--- src/rtl/register_file.sv ---
// rtl/register_file.sv - 2**AW x XLEN register file, two combinational read ports, write-first bypass
module register_file #(
  parameter int XLEN = 64,
  parameter int AW   = 5
) (
  input  logic            clk,
  input  logic            rst,
  input  logic [AW-1:0]   rs1,
  input  logic [AW-1:0]   rs2,
  input  logic [AW-1:0]   rd,
  input  logic [XLEN-1:0] wdata,
  input  logic            RegWrite,
  output logic [XLEN-1:0] rdata1,
  output logic [XLEN-1:0] rdata2
);

  localparam int NREGS = 2 ** AW;

  logic [XLEN-1:0] regs_q [NREGS];
  logic            wr_en_d;

  // A write is live only outside reset and never to register 0
  always_comb begin
    wr_en_d = RegWrite && !rst && (rd != '0);
  end

  // Storage: async clear of the whole array, single full-width write per edge
  always_ff @(posedge clk or posedge rst) begin
    if (rst) begin
      for (int i = 0; i < NREGS; i++) begin
        regs_q[i] <= '0;
      end
    end else if (wr_en_d) begin
      regs_q[rd] <= wdata;
    end
  end

  // Read port 1: forced 0 in reset and for address 0, otherwise write-first bypass over storage
  always_comb begin
    rdata1 = '0;
    if (!rst && (rs1 != '0)) begin
      if (wr_en_d && (rs1 == rd)) begin
        rdata1 = wdata;
      end else begin
        rdata1 = regs_q[rs1];
      end
    end
  end

  // Read port 2: identical behaviour, independent address
  always_comb begin
    rdata2 = '0;
    if (!rst && (rs2 != '0)) begin
      if (wr_en_d && (rs2 == rd)) begin
        rdata2 = wdata;
      end else begin
        rdata2 = regs_q[rs2];
      end
    end
  end

endmodule

--- config.mk ---
export PLATFORM = sky130hd
export DESIGN_NAME = register_file
export DESIGN_NICKNAME = d
export VERILOG_FILES = /design/src/rtl/register_file.sv
export SDC_FILE = /design/constraint.sdc
export NUM_CORES = 2
export LEC_CHECK = 0
export BUFFER_PORTS_ARGS = -buffer_cell sky130_fd_sc_hd__buf_4
export CAP_MARGIN = 15
export CORE_ASPECT_RATIO = 1.4
export CORE_MARGIN = 4
export CORE_UTILIZATION = 32
export CTS_BUF_LIST = sky130_fd_sc_hd__clkbuf_4
export DETAILED_ROUTE_END_ITERATION = 7
export PLACE_DENSITY_LB_ADDON = 0.08
export SLEW_MARGIN = 10
export SYNTH_ARGS = -nofsm -noshare
export SYNTH_HDL_FRONTEND = slang
export SYNTH_SLANG_ARGS = --single-unit
--- constraint.sdc ---
create_clock -name clk -period 44.3 [get_ports clk]
set_input_delay 4.43 -clock clk [delete_from_list [all_inputs] [get_ports clk]]
set_output_delay 4.43 -clock clk [all_outputs]
set_load 0.03 [all_outputs]
==> metrics.md <==
| Metric | Value |
|---|---|
| Vias in the first global route | `79267` |
| Slew margin rel. | `18.90%` |
| CTS root buf | `clkbuf_4` |
| Final period util | `34.54%` |
| Clock tree buffer depth | `4` |
| Crit. End Element | `primary output` |
| Width of the die | `503.4 um` |
| First-pass GRT wire length | `638.6 mm` |
| PostCTS Resize Cnt | `0` |
| Slowest cell on the critical path | `a2111oi_0` |
| Die area | `353200 um^2` |
| TritonCTS Buffers | `585` |
| RSZ-0062 raised after global routing | `no` |
| CP Data Required Time | `39.87 ns` |
| Post-CTS Setup Inserts | `0` |
| Clk Latency, worst-skew pair | `1.38 ns` |
| Hold bufs inserted after CTS | `0` |
| Clk sinks | `2048` |
| Synth Warn # | `0` |
| 1st-iter DRT viols | `5443` |
| Leak pwr | `54.56 nW` |
| Crit path top cell by count | `buf_4` |
| Initial core utilization | `32.16%` |
| Post-synth top area share | `46.61%` |
| Commonest non-fill, non-tap cells in the layout | `dfrtp_1, mux2_2, mux4_2` |
| Per-cell routed wire length | `36.99 um` |
| Commonest non-fill, non-tap cell in the layout | `dfrtp_1` |
| Reg clk slew, reported paths | `0.06 ns` |
| H-tree depth | `6` |
| Port bufs | `209` |
| Yosys reg bits | `2048` |
| GPL Wtd Cong | `0.7550` |
| EDFF count, synth | `0` |
| TNS Setup | `0 ns` |
| Core area | `342000 um^2` |
| Crit path time final | `15.30 ns` |
| Cell taking the most area after synthesis | `dfrtp_1` |
| Largest Register | `regs_q` |
| Crit path buf inv count | `7` |
| CTS tree | `done` |
| Post-synth cell types | `55` |
| Final Hold Fails | `0` |
| IO Count | `210` |
| Largest stage delay, worst path | `1.03 ns` |
| Vias/cell | `5.979` |
| Switching Share | `29.46%` |
| Largest net degree at the start of global routing | `167` |
| Area growth syn-to-layout | `11.34%` |
| Outcome | `finished, final reports clean` |
| Drt drc | `0` |
| Post-Syn Area | `110000 um^2` |
| Final Max Slew Viols | `0` |
| Congestion Overflow GR | `0` |
| Cells along the critical path | `buf_8, buf_4, buf_4, buf_4, buf_4, buf_4, mux2i_1, a22oi_1, a21oi_1, a2111oi_0, a22o_1, buf_4` |
| Maximum vdd ir drop | `0.02159 mV` |
| Worst Hold Class | `reg -> reg` |
| WP data arrival | `10.87 ns` |
| Finish-stage setup viols | `0` |
| Finished Core Util | `35.80%` |
| Share of cells above drive strength 1 | `55.14%` |
| Via count | `73596` |
| Routed wire length | `455.4 mm` |
| First-pass DRT Iterations | `5` |
| FP Rows | `254` |
| Mapped Cells | `7292` |
| Clk pwr share | `36.1%` |
| # nets final | `7499` |
| Syn Nets | `7374` |
| Max FFs per register | `2048` |
| Max-Cap Viols | `0` |
| Max Fclk | `0.06536 GHz` |
| DP HPWL | `244.5 mm` |
| Antenna violations before repair | `38` |
| Worst setup path category | `in -> out` |
| Combinational share of power | `18.0%` |
| Crit path max fanout | `50` |
| Largest regs | `regs_q: 2048 flops` |
| DP Cell Count | `11309` |
| Setup Skew | `0 ns` |
| Pre-CTS WS | `29.02 ns` |
| Sequential share of the synthesized area | `46.61%` |
| Average cell area after synthesis | `15.08 um^2` |
| Top cells by area, synth | `dfrtp_1, mux2_2, mux4_2` |
| Seq pwr share | `46.0%` |
| Layout Cells excl Fill | `12310` |
| Die Ht | `701.6 um` |
| Internal cell power | `3.517 mW` |
| Delay-heaviest family, CP | `buffers and inverters` |
| Pwr/cell area | `40.73 nW/um^2` |
| Routed Antenna Nets | `0` |
| Setup crit start kind | `input port` |
| Worst-Margin Slew | `1.186 ns` |
| Psw | `1.469 mW` |
| Setup ws final | `29.00 ns` |
| GRT Overall Usage | `25.50%` |
| Synth async-reset ratio | `100.0%` |
| Primary FF master, synth | `dfrtp_1` |
[power groups by stage]
stage	clock network (mW)	logic, mW	registers (mW)
after floorplan	0	0.682	2.26
after global routing	1.97	0.960	2.32
final	1.80	0.896	2.29
after detailed placement	0	0.904	2.32
after CTS	1.87	0.906	2.29
after global placement	0	0.892	2.31
[routing by layer]
metal  GRT usage [%]  routed length (um)  vias up
met3           4.354               24490      816
li1                -                   -    29192
met2           42.52              222600     2505
met1           33.51              192000    41069
met4           8.831               16180       14
met5               0                  94        -
[metrics by stage]
step	hold WS [ns]	power [mW]	instance area (um^2)
after floorplan	0.4413	2.942	110000
after CTS	0.3952	5.065	122400
after global routing	0.4069	5.244	122400
after global placement	0.3765	3.200	115200
after detailed placement	0.3823	3.225	115200
final	0.3929	4.987	122400
[final cells by class]
type / instances / area, um^2
fillers: 33030 / 219500
well taps: 4480 / 5605
multi-input cells: 4354 / 54970
flip-flops and latches: 2048 / 51250
clock inverters: 115 / 674.4
repair buffers: 423 / 3351
diodes: 21 / 52.55
clock buffers: 864 / 6486
inverters: 5 / 36.28
[cell families after synthesis]
family	after synthesis	share of synthesized area [%]
AOI/OAI and AO/OA	793	5.959
xor gates and xnor gates	10	0.07966
buffers and inverters	890	3.724
DFF	2048	46.61
muxes	3268	42.23
and+or+nand+nor	283	1.401
[worst paths after layout]
| kind | from | end | slack (ns) | cells after the start |
|---|---|---|---|---|
| worst min register to register | regs_q[1988]$_DFFE_PP0P_ | regs_q[1988]$_DFFE_PP0P_ | 0.39 | 0 |
| worst min-delay path | regs_q[1988]$_DFFE_PP0P_ | regs_q[1988]$_DFFE_PP0P_ | 0.39 | 0 |
| max in group asynchronous | rst | regs_q[1976]$_DFFE_PP0P_ | 36.72 | 7 |
| min in group asynchronous | rst | regs_q[1225]$_DFFE_PP0P_ | 3.06 | 2 |
| worst max register to register | regs_q[905]$_DFFE_PP0P_ | regs_q[905]$_DFFE_PP0P_ | 43.44 | 1 |
| worst max-delay path | rs1[1] | rdata1[60] | 29.00 | 12 |
[synthesized netlist by cell type, types with 4 or more instances]
cell type / count
a221o_1: 118
a21oi_1: 83
a221oi_2: 98
o22ai_1: 128
nor4_1: 119
o211ai_1: 58
a221oi_1: 21
a2111oi_0: 6
nor3b_1: 4
mux2_2: 1940
buf_4: 32
xnor2_1: 8
buf_2: 274
and2_1: 4
nor3_1: 4
a22o_1: 124
a22oi_1: 20
buf_1: 42
mux4_2: 887
dfrtp_1: 2048
nand2b_1: 4
nand3b_1: 4
a32o_1: 4
clkbuf_1: 502
nor2_1: 16
nor2_2: 8
mux2_1: 159
nor2b_1: 11
o221ai_1: 6
mux2i_1: 282
buf_6: 30
nand2_1: 91
o21ai_0: 118
Power figures use the tool's default switching activity.
